`config.mk`:
```
export PLATFORM = sky130hd
export DESIGN_NAME = line_mem_responder
export DESIGN_NICKNAME = d
export VERILOG_FILES = /design/src/rtl/line_mem_responder.sv
export SDC_FILE = /design/constraint.sdc
export NUM_CORES = 1
export LEC_CHECK = 0
export BUFFER_PORTS_ARGS = -buffer_cell sky130_fd_sc_hd__buf_2
export CORE_UTILIZATION = 48
export CTS_BUF_LIST = sky130_fd_sc_hd__clkbuf_4 sky130_fd_sc_hd__clkbuf_8
export CTS_CLUSTER_SIZE = 10
export DETAILED_ROUTE_END_ITERATION = 8
export GPL_TIMING_DRIVEN = 0
export PLACE_DENSITY = 0.76
export SLEW_MARGIN = 20
export SYNTH_ARGS = -nofsm -noshare
export SYNTH_HDL_FRONTEND = slang
export SYNTH_SLANG_ARGS = --single-unit
```
`constraint.sdc`:
```
create_clock -name clk -period 1.8 [get_ports clk]
set_input_delay 0.36 -clock clk [delete_from_list [all_inputs] [get_ports clk]]
set_output_delay 0.36 -clock clk [all_outputs]
set_load 0.005 [all_outputs]
```
`src/rtl/line_mem_responder.sv`:
```
// rtl/line_mem_responder.sv - D-cache line read/write responder over a 32-bit word RAM
//
// Services 128-bit line refills (mem_r) and write-backs (mem_w) as four
// 32-bit beats on a synchronous word RAM, with WAIT_CYCLES idle cycles before
// each beat, and completes with a one-cycle mem_ready pulse.
//
// Ports:
//   clk, rst            clock (rising edge), asynchronous active-low reset
//   mem_r, mem_w        line read / write request, held until mem_ready
//   mem_addr            line byte address, bits [3:0] ignored
//   mem_data_out        write line from cache, word k = bits [32k+31:32k]
//   mem_data            read line to cache, same packing
//   mem_ready           one-cycle completion pulse
//   mem_err             out-of-range access flag (MEM_BOUNDS_CHK_EN only)
//   ram_addr            RAM word address {line, beat}
//   ram_wdata, ram_we   RAM write word and strobe
//   ram_re, ram_rdata   RAM read strobe and read word (valid the cycle after)
//
// Optional feature macro: MEM_BOUNDS_CHK_EN
module line_mem_responder #(
    parameter int WAIT_CYCLES = 2,
    parameter int RAM_AW      = 10
) (
    input  logic              clk,
    input  logic              rst,
    input  logic              mem_r,
    input  logic              mem_w,
    input  logic [31:0]       mem_addr,
    input  logic [127:0]      mem_data_out,
    output logic [127:0]      mem_data,
    output logic              mem_ready,
`ifdef MEM_BOUNDS_CHK_EN
    output logic              mem_err,
`endif
    output logic [RAM_AW-1:0] ram_addr,
    output logic [31:0]       ram_wdata,
    output logic              ram_we,
    output logic              ram_re,
    input  logic [31:0]       ram_rdata
);

    localparam int         LW        = RAM_AW - 2;
    localparam bit         NO_WAIT   = (WAIT_CYCLES == 0);
    localparam logic [3:0] WAIT_LAST = NO_WAIT ? 4'd0 : 4'(WAIT_CYCLES - 1);

    typedef enum logic [2:0] {
        S_IDLE, S_WAIT, S_ACCESS, S_DRAIN, S_DONE, S_TURN
    } state_t;

    state_t         state_q, state_d;
    logic [LW-1:0]  line_q, line_d;
    logic [127:0]   wline_q, wline_d;
    logic           is_wr_q, is_wr_d;
    logic [1:0]     beat_q, beat_d;
    logic [3:0]     cnt_q, cnt_d;
    logic           cap_vld_q, cap_vld_d;
    logic [1:0]     cap_beat_q, cap_beat_d;
    logic [127:0]   rline_q, rline_d;
    logic           err_q, err_d;

    logic req;
    logic oob;
    logic unused_addr_bits;

    assign req = mem_r | mem_w;
    assign unused_addr_bits = ^{mem_addr[31:RAM_AW+2], mem_addr[3:0]};

`ifdef MEM_BOUNDS_CHK_EN
    assign oob = |mem_addr[31:RAM_AW+2];
`else
    assign oob = 1'b0;
`endif

    // State register
    always_ff @(posedge clk or negedge rst) begin
        if (!rst) begin
            state_q <= S_IDLE;
        end else begin
            state_q <= state_d;
        end
    end

    // Next-state logic
    always_comb begin
        state_d = state_q;
        case (state_q)
            S_IDLE: begin
                if (req) begin
                    if (oob)          state_d = S_DONE;
                    else if (NO_WAIT) state_d = S_ACCESS;
                    else              state_d = S_WAIT;
                end
            end
            S_WAIT: begin
                if (cnt_q == WAIT_LAST) state_d = S_ACCESS;
            end
            S_ACCESS: begin
                if (beat_q == 2'd3) state_d = is_wr_q ? S_DONE : S_DRAIN;
                else                state_d = NO_WAIT ? S_ACCESS : S_WAIT;
            end
            S_DRAIN: state_d = S_DONE;
            S_DONE:  state_d = S_TURN;
            S_TURN:  state_d = S_IDLE;
            default: state_d = S_IDLE;
        endcase
    end

    // Datapath next-state: request latch, beat/wait counters, read capture
    always_comb begin
        line_d     = line_q;
        wline_d    = wline_q;
        is_wr_d    = is_wr_q;
        beat_d     = beat_q;
        cnt_d      = cnt_q;
        cap_vld_d  = 1'b0;
        cap_beat_d = cap_beat_q;
        rline_d    = rline_q;
        err_d      = err_q;

        // Read data arrives one cycle after the strobe; this may overlap
        // the following WAIT/ACCESS cycle, or DRAIN for the last beat.
        if (cap_vld_q) begin
            rline_d[{cap_beat_q, 5'd0} +: 32] = ram_rdata;
        end

        case (state_q)
            S_IDLE: begin
                if (req) begin
                    line_d  = mem_addr[RAM_AW+1:4];
                    wline_d = mem_data_out;
                    is_wr_d = mem_w;       // write wins over a simultaneous read
                    beat_d  = 2'd0;
                    cnt_d   = 4'd0;
                    err_d   = oob;
                    if (oob && !mem_w) rline_d = '0;
                end
            end
            S_WAIT: begin
                cnt_d = cnt_q + 4'd1;
            end
            S_ACCESS: begin
                beat_d = beat_q + 2'd1;
                cnt_d  = 4'd0;
                if (!is_wr_q) begin
                    cap_vld_d  = 1'b1;
                    cap_beat_d = beat_q;
                end
            end
            default: ;
        endcase
    end

    always_ff @(posedge clk or negedge rst) begin
        if (!rst) begin
            line_q     <= '0;
            wline_q    <= '0;
            is_wr_q    <= 1'b0;
            beat_q     <= 2'd0;
            cnt_q      <= 4'd0;
            cap_vld_q  <= 1'b0;
            cap_beat_q <= 2'd0;
            rline_q    <= '0;
            err_q      <= 1'b0;
        end else begin
            line_q     <= line_d;
            wline_q    <= wline_d;
            is_wr_q    <= is_wr_d;
            beat_q     <= beat_d;
            cnt_q      <= cnt_d;
            cap_vld_q  <= cap_vld_d;
            cap_beat_q <= cap_beat_d;
            rline_q    <= rline_d;
            err_q      <= err_d;
        end
    end

    // Outputs decode straight from state so a reset drops the strobes at once
    always_comb begin
        mem_ready = (state_q == S_DONE);
        ram_we    = 1'b0;
        ram_re    = 1'b0;
        ram_addr  = '0;
        ram_wdata = '0;
        if (state_q == S_ACCESS) begin
            ram_we    = is_wr_q;
            ram_re    = !is_wr_q;
            ram_addr  = {line_q, beat_q};
            ram_wdata = wline_q[{beat_q, 5'd0} +: 32];
        end
    end

    assign mem_data = rline_q;

`ifdef MEM_BOUNDS_CHK_EN
    assign mem_err = mem_ready & err_q;
`endif

endmodule
```
==> results of run 1 <==
## cells in the final DEF (no fill, tap or decap), types with 5 or more instances in the layout
cell type / synthesis / final
sky130_fd_sc_hd__clkbuf_2: 0 / 11
sky130_fd_sc_hd__buf_16: 0 / 7
sky130_fd_sc_hd__clkbuf_16: 0 / 9
sky130_fd_sc_hd__mux2_4: 0 / 94
sky130_fd_sc_hd__mux2_1: 120 / 32
sky130_fd_sc_hd__buf_4: 4 / 22
sky130_fd_sc_hd__buf_2: 12 / 313
sky130_fd_sc_hd__o21ai_0: 6 / 5
sky130_fd_sc_hd__and2_1: 44 / 11
sky130_fd_sc_hd__and2_4: 0 / 33
sky130_fd_sc_hd__clkbuf_8: 0 / 56
sky130_fd_sc_hd__nand2_1: 11 / 11
sky130_fd_sc_hd__dfrtp_1: 277 / 272
sky130_fd_sc_hd__mux4_2: 32 / 32
sky130_fd_sc_hd__clkinv_2: 0 / 6
sky130_fd_sc_hd__dfrtp_2: 0 / 5
sky130_fd_sc_hd__a21oi_1: 6 / 6
sky130_fd_sc_hd__mux2_2: 18 / 12
sky130_fd_sc_hd__buf_12: 0 / 24
sky130_fd_sc_hd__ha_1: 8 / 7
sky130_fd_sc_hd__clkbuf_4: 0 / 21
sky130_fd_sc_hd__a22o_1: 129 / 129
sky130_fd_sc_hd__buf_6: 13 / 48
## stage by stage
| step | instance area, sq um | setup TNS [ps] |
|---|---|---|
| finish | 16390 | -61760 |
| global route | 16390 | -68110 |
| detailed placement | 13650 | -42820 |
| floorplan | 11440 | -606.7 |
| CTS | 15570 | -27900 |
| global placement | 13560 | -1336700 |
## cell families (layout without fill, tap and decap cells)
family | after synthesis | after routing | share of synthesized area [%]
DFF | 277 | 277 | 60.59
muxes | 170 | 170 | 19.88
AOI/OAI and AO/OA | 150 | 150 | 10.97
and+or+nand+nor | 85 | 85 | 4.604
buffers and inverters | 60 | 538 | 3.084
adders and majority gates | 8 | 8 | 0.8749
other | 0 | 4 | 0
## repair_timing
item / in CTS / in global routing
setup endpoints to repair: 189 / 303
cloned: 6 / 9
pin swaps: 18 / 8
setup buffers: 22 / 18
hold buffers: 3 / 0
hold endpoints to repair: 63 / 0
resized for setup: 158 / 148
## power breakdown
group	internal [mW]	leakage [nW]	switching [mW]
registers	8.56	3.48	1.45
clock network	3.34	0.520	2.58
logic	7.93	4.22	4.50
total	19.8	8.22	8.52
## final timing paths
check                                     endpoint  cells past startpoint
min                         wline_q[4]$_DFFE_PN0P_                      2
max                                   ram_wdata[9]                      5
min reg2reg                wline_q[21]$_DFFE_PN0P_                      1
max reg2reg                 wline_q[3]$_DFFE_PN0P_                      9
min in group asynchronous  wline_q[80]$_DFFE_PN0P_                      2
max in group asynchronous   state_q[2]$_DFFE_PN0P_                      4
## registers in the layout, indices dropped and copies added, names as in the netlist
register and flops:
cap_beat_q 2, line_q 8, is_wr_q 1, cnt_q 4, cap_vld_q 1, wline_q 128, state_q 3, beat_q 2
mem_data 128
## layer usage
metal | up-vias | track usage, %
li1 | 3698 | -
met1 | 4385 | 31.70
met2 | 389 | 44.69
met3 | 74 | 7.754
met4 | 2 | 9.477
met5 | - | 0
## cell type report
class	instances	share of cell area, %
timing repair buffer	401	17.28
inverter	5	0.1145
buffer	50	3.390
clock buffer	70	5.230
tap	319	2.435
sequential	277	42.33
antenna	4	0.06108
clock inverter	12	0.7482
multi-input combinational	413	28.41
==> results list, run 1 <==
- Min Hold Slack: 25.77 ps
- Number of antenna violations at the first check in global routing: 7
- The number of pins with negative max-slew slack in the final report came to 0.
- Buffers added on ports: 344
- IO Count: 369
- The analysis attributes to cell leakage a power of 8.223 nW.
* Fraction of layout cells with a size suffix above 1: 58.22%
* Category of the worst setup path capture point: primary output
- Cell types with the highest counts after synthesis: sky130_fd_sc_hd__dfrtp_1 (277), sky130_fd_sc_hd__a22o_1 (129), sky130_fd_sc_hd__mux2_1 (120), sky130_fd_sc_hd__and2_1 (44), sky130_fd_sc_hd__mux4_2 (32)
- Die boundary width: 156.4 um
- The min-delay analysis places its worst path in the category in2reg.
- For this run the aggregate overflow at the end of global routing stands at 0.
- Across the whole layout, storage elements account for 6938 sq um.
- Global-route wire length before repair: 49,270 um
- Delay contributed by the slowest stage of the critical path: 490 ps
- Later-pin clock latency in the skew report: 560 ps
* Failing checks: setup timing
* Post-DR wirelength/cell: 22.66 um
- The layout has 1,575 filler cells.
- Proportion of netlist area held by the largest area contributor: 60.59%
- STA classifies the critical path startpoint as a register.
- The worst path uses 135.7% of the clock period.
- Entering global routing, the biggest net connects 78 pins.
- In the detailed route, the total length drawn on met3 is 2822 um.
* Worst-case setup slack after placement: -521.3 ps
* Area of the mapped netlist: 11,440 sq um
* Post-synth top area cell: sky130_fd_sc_hd__dfrtp_1
- In the synthesized netlist the dominant register cell turns out to be sky130_fd_sc_hd__dfrtp_1.
- The worst hold path begins at mem_data_out[4].
- Area of the multi-input gates: 4656 sq um
* Number of instances in the placed design: 1,416
* Remaining design rule violation count: 0
- Top layer used by detailed routing: met5
- The tree is rooted in a sky130_fd_sc_hd__clkbuf_8.
* Crit path max fanout: 5
- The tree built by TritonCTS fans out to 277 sinks.
- Clock edge transition at the registers on the reported setup and hold paths: 60 ps
- Standard cell core area: 23,400 sq um
* Critical-path top delay cell: sky130_fd_sc_hd__mux4_2
- Path type of the worst setup path: reg2out
- Metal1 wirelength: 13,550 um
- No sink is reached through more buffers than the 3 on the longest clock path.
* Via/cell ratio: 5.511
- Final Critical Period: 2442 ps
* Result of the run: complete, but fails checks
- After synthesis, the share of flip-flops with an asynchronous set or reset is 100.0%.
- For this design the ratio of total power to cell area is 1730 nW/um^2.
- Among all cell types in the netlist, the one instantiated most often is sky130_fd_sc_hd__dfrtp_1.
- Yosys mapped a number of flops with a built-in enable equal to 0.
- RSZ-0062 raised after global routing: true
- Initial drt markers: 483
- Routed WL: 35,150 um
- The die covers 24,460 sq um.
- Of the synthesized area, sequential elements account for 60.59%.
- Total of flip-flops plus latches after synthesis: 277
- Launching element of the worst setup path: beat_q[0]$_DFFE_PN0P_
- Starting density of the core: 48.89%
- Fin worst setup slack: -642.2 ps
* Number of rows created at floorplan: 56
* Number of endpoints with negative hold slack in the final report: 0
- Tightest Pin Transition: 538.2 ps
* Arrival time reported for the critical path endpoint: 2080 ps
- Worst clock skew: 17.56 ps
* Slew HR: 64.12%
* Number of buffers inserted during clock tree synthesis: 45
* Final HPWL DP: 22,170 um
* Cell Chain, Critical Path: buf_12 -> clkbuf_16 -> mux4_2 -> and2_4 -> buf_6
- The first detailed-routing pass ran for 4 iterations.
- Maximum operating frequency: 409.5 MHz
* Startpoint of the worst register-to-register path: state_q[2]$_DFFE_PN0P_
- Layout overhead on the synthesized area: 43.24%
- Gate family responsible for the most delay along the worst path: multiplexers
- TritonCTS clock tree: done
* Number of H-tree levels: 2
* Aggregate global-route resource usage: 26.29%
- After the last flow step, the layout net total stands at 1,397.
- Across the VDD grid, the largest voltage drop is 1317 uV.
- In this run the vertical extent of the chip is 156.4 um.
- The routed design uses 17,810 um of met2 wire.
- The tool flagged a number of max-cap violations equal to 0.
- Synth warnings: 0
- Once detail routing completed, the nets flagged for antenna violations numbered 0.
- Synthesis handed over a netlist of 750 instances.
* Count of distinct cell types in the synthesized netlist: 39
* Required time of the critical path: 1440 ps
* Number of buffer and inverter instances along the worst setup path: 3
* Setup violations, final: 183
* Last weighted congestion value of the routability-driven placer: 0.8124
- Top post-synthesis cells by area: sky130_fd_sc_hd__dfrtp_1 (61%), sky130_fd_sc_hd__mux2_1 (12%), sky130_fd_sc_hd__a22o_1 (9.9%)
- Synthesis produced a netlist with a net count of 954.
- The setup check on the worst reg-to-reg path leaves a slack of -350 ps.
- Cells fill 70.03% of the core in the end.
* Total power after layout: 28.36 mW
* Vias in the first global route: 8,680
- The finished layout holds 1,551 standard cells, fillers aside.
- The routed layout has 8,548 vias.
- Each instance of the synthesized netlist takes up on average 15.25 sq um.
(Power assumes the default switching activity.)
==> inputs of run 2 (changes only) <==
--- a/config.mk
+++ b/config.mk
@@ -12,7 +12,7 @@
 export DETAILED_ROUTE_END_ITERATION = 8
 export GPL_TIMING_DRIVEN = 0
 export PLACE_DENSITY = 0.76
-export SLEW_MARGIN = 20
+export RECOVER_POWER = 25
 export SYNTH_ARGS = -nofsm -noshare
 export SYNTH_HDL_FRONTEND = slang
 export SYNTH_SLANG_ARGS = --single-unit
==> run 2 against run 1 <==
Net effect:
- the flow still finishes with violations (setup timing)
- die area stayed put
- largest power group unchanged
- largest cell class unchanged
- highest routed layer unchanged
- worst hold slack better by 0.52 ps
- sequential share of layout area is 0.99 points lower
- critical path type unchanged
- sequential cell count stayed put
- first-iteration DRC count is 2.1% lower
==> results list, run 2 (same netlist as run 1, synthesis figures left out) <==
- Result of the run: complete, but fails checks (unchanged).
* Failing checks: setup timing (unchanged)
- Lkg Pwr: 8.494 nW (was 8.223 nW)
- The vertical die dimension was 156.4 um (unchanged).
- The type of the worst setup path was reg2out (unchanged).
* Vias in the first global route: 8,904 (was 8,680)
- Fin worst setup slack: -695.0 ps (was -642.2 ps)
* TritonCTS clock tree: done (unchanged)
- The type of element launching the critical path is a register (unchanged).
* Fraction of layout cells with a size suffix above 1: 59.90% (was 58.22%)
- The cell depth of the worst hold path was 2 (unchanged).
* Worst reg2reg path endpoint: wline_q[32]$_DFFE_PN0P_ (was wline_q[3]$_DFFE_PN0P_)
* Pin count of the biggest net entering global routing: 123 (was 78)
* Highest-count cells in the layout ignoring fill and taps: sky130_fd_sc_hd__buf_2 (320), sky130_fd_sc_hd__dfrtp_1 (272), sky130_fd_sc_hd__mux2_4 (138) (was sky130_fd_sc_hd__buf_2 (313), sky130_fd_sc_hd__dfrtp_1 (272), sky130_fd_sc_hd__a22o_1 (129))
- The number of cells in the design after placement came to 1,415 (was 1,416).
* Slew HR: 21.64% (was 64.12%)
* Number of H-tree levels: 2 (unchanged)
- Sequential cell area: 6938 sq um (unchanged)
* Type of the most critical hold path: in2reg (unchanged)
- The clock-pin slew on the worst setup and hold paths came to 80 ps (was 60 ps).
- Number of endpoints with negative hold slack in the final report: 0 (unchanged)
* Global-route wire length before repair: 50,630 um (was 49,270 um)
- Power density of the placed cells: 1786 nW/um^2 (was 1730 nW/um^2)
* Last weighted congestion value of the routability-driven placer: 0.8124 (unchanged)
- The count of fill cells added during filler insertion came to 1,519 (was 1,575).
* Area of the multi-input gates: 4807 sq um (was 4656 sq um)
- Initial drt markers: 473 (was 483)
- Remaining design rule violation count: 0 (unchanged)
- Net count, final: 1,417 (was 1,397)
- The worst hold slack is 26.29 ps (was 25.77 ps).
- Category of the worst setup path capture point: primary output (unchanged)
- The number of pins with negative max-slew slack in the final report is 0 (unchanged).
- Total power after layout: 29.98 mW (was 28.36 mW)
- The per-cell routed wire length was 24.04 um (was 22.66 um).
* Total via count after detailed routing: 8,800 (was 8,548)
- The placed standard-cell area is 13,630 sq um (was 13,650 sq um).
- Worst r2r path cells: 10 (was 9)
- The sum of negative setup slack came to -58,970 ps (was -61,760 ps).
- The number of sinks driven by the clock tree is 277 (unchanged).
- The maximum number of buffers from clock root to sink is 3 (unchanged).
* Number of standard cells in the layout, taps in and fillers out: 1,568 (was 1,551)
- Most common library cell in the layout ignoring fill and taps: sky130_fd_sc_hd__buf_2 (unchanged)
- The signed area change from the synthesized netlist to the final layout is 46.69% (was 43.24%).
- The floorplan row count came to 56 (unchanged).
- Max-cap violation count: 0 (unchanged)
- The area of all placed cells without fillers was 16,780 sq um (was 16,390 sq um).
* Overflow left after global routing: 0 (unchanged)
* Worst IR Drop VDD: 1347 uV (was 1317 uV)
* Setup violations, final: 210 (was 183)
* Required time of the critical path: 1440 ps (about the same)
- Worst clock skew: 30.97 ps (was 17.56 ps)
- Later-pin clock latency in the skew report: 570 ps (was 560 ps)
- Via/cell ratio: 5.612 (was 5.511)
- The initial antenna violation count was 5 (was 7).
* Final Critical Period: 2495 ps (was 2442 ps)
* Launch instance of the worst min-delay path: mem_data_out[77] (was mem_data_out[4])
- Maximum operating frequency: 400.8 MHz (was 409.5 MHz)
- Crit path max fanout: 5 (unchanged)
* Routed WL: 37,690 um (was 35,150 um)
* IO Count: 369 (unchanged)
- The arrival time at the worst endpoint was 2140 ps (was 2080 ps).
- Die boundary width: 156.4 um (unchanged)
* Clock root buffer master: sky130_fd_sc_hd__clkbuf_8 (unchanged)
* Slack of the worst reg-to-reg path: -300 ps (was -350 ps)
- Standard cell core area: 23,400 sq um (unchanged)
- The number of detailed-route iterations in the first pass came to 5 (was 4).
* Area of the die: 24,460 sq um (unchanged)
* RSZ-0062 raised after global routing: true (unchanged)
- Tightest Pin Transition: 1175 ps (was 538.2 ps)
- The launch instance of the worst register-to-register path is state_q[0]$_DFFE_PN0P_ (was state_q[2]$_DFFE_PN0P_).
- Aggregate global-route resource usage: 27.22% (was 26.29%)
- Starting density of the core: 48.89% (unchanged)
- Final HPWL DP: 22,090 um (was 22,170 um)
- The ratio of final minimum period to clock period came to 138.6% (was 135.7%).
- Antenna-violating nets left: 0 (unchanged)
- The hold path endpoint is wline_q[77]$_DFFE_PN0P_ (was wline_q[4]$_DFFE_PN0P_).
- Number of buffers inserted during clock tree synthesis: 45 (unchanged)
* Buffers added on ports: 344 (unchanged)
[run 2: changes by cell type in the layout (fill, tap and decap cells not counted), sizes merged]
cell / previous run / this run
clkinv: 6 / 5
diode: 4 / 2
inv: 7 / 5
bufinv: 2 / 3
dlygate4sd3: 3 / 15
clkbuf: 101 / 110
[run 2: layout make-up]
type                    count  share of cell area (%)
repair buffers            419                   17.95
plain buffers              52                   3.541
inverters                   5                  0.1118
diodes                      2                 0.02982
clock buffers              71                   5.226
multi-input cells         413                   28.64
flip-flops and latches    277                   41.34
well taps                 319                   2.378
clock inverters            10                  0.7754
[run 2: where the power goes]
part | internal (mW) | switching (mW) | total (mW)
combinational | 8.83 | 4.92 | 13.8
clock | 3.53 | 2.56 | 6.09
sequential | 8.57 | 1.57 | 10.1
[run 2: timing repair]
action	in CTS	in global routing
hold buffers	15	0
endpoints found under the setup margin	188	304
pin swaps	17	14
cloned	3	16
resized for setup	182	160
buffers inserted	22	17
endpoints found under the hold margin	54	0
[run 2: metal layers]
| layer | track usage, % | wire (um) | vias up |
|---|---|---|---|
| li1 | - | - | 3751 |
| met1 | 32.07 | 13960 | 4463 |
| met2 | 45.71 | 18700 | 452 |
| met3 | 8.806 | 3221 | 130 |
| met4 | 11.67 | 1781 | 4 |
| met5 | 0 | 22 | - |
[run 2: how the worst max path moves through the flow]
stage / start / cells after the start / endpoint
2_1_floorplan: beat_q[0]$_DFFE_PN0P_ / 4 / ram_wdata[10]
3_3_place_gp: rst / 1 / mem_data[30]$_DFFE_PN0P_
4_1_cts: beat_q[0]$_DFFE_PN0P_ / 5 / ram_wdata[5]
3_5_place_dp: state_q[2]$_DFFE_PN0P_ / 4 / ram_addr[6]
6_report: beat_q[0]$_DFFE_PN0P_ / 5 / ram_wdata[28]
5_1_grt: beat_q[0]$_DFFE_PN0P_ / 5 / ram_wdata[28]
[run 2: critical path, cell delays in order (launching register included)]
cell                      delay [ps]
sky130_fd_sc_hd__dfrtp_2         430
sky130_fd_sc_hd__buf_12          160
sky130_fd_sc_hd__buf_12          130
sky130_fd_sc_hd__mux4_2          510
sky130_fd_sc_hd__and2_1          210
sky130_fd_sc_hd__buf_2           150
[run 2: per-stage QoR]
step,setup WS (ps),utilization (%)
2_1_floorplan,-30.33,-
3_3_place_gp,-4719,57.95
3_5_place_dp,-503.2,58.23
4_1_cts,-654.8,67.11
5_1_grt,-738.7,71.70
6_report,-695.0,71.71
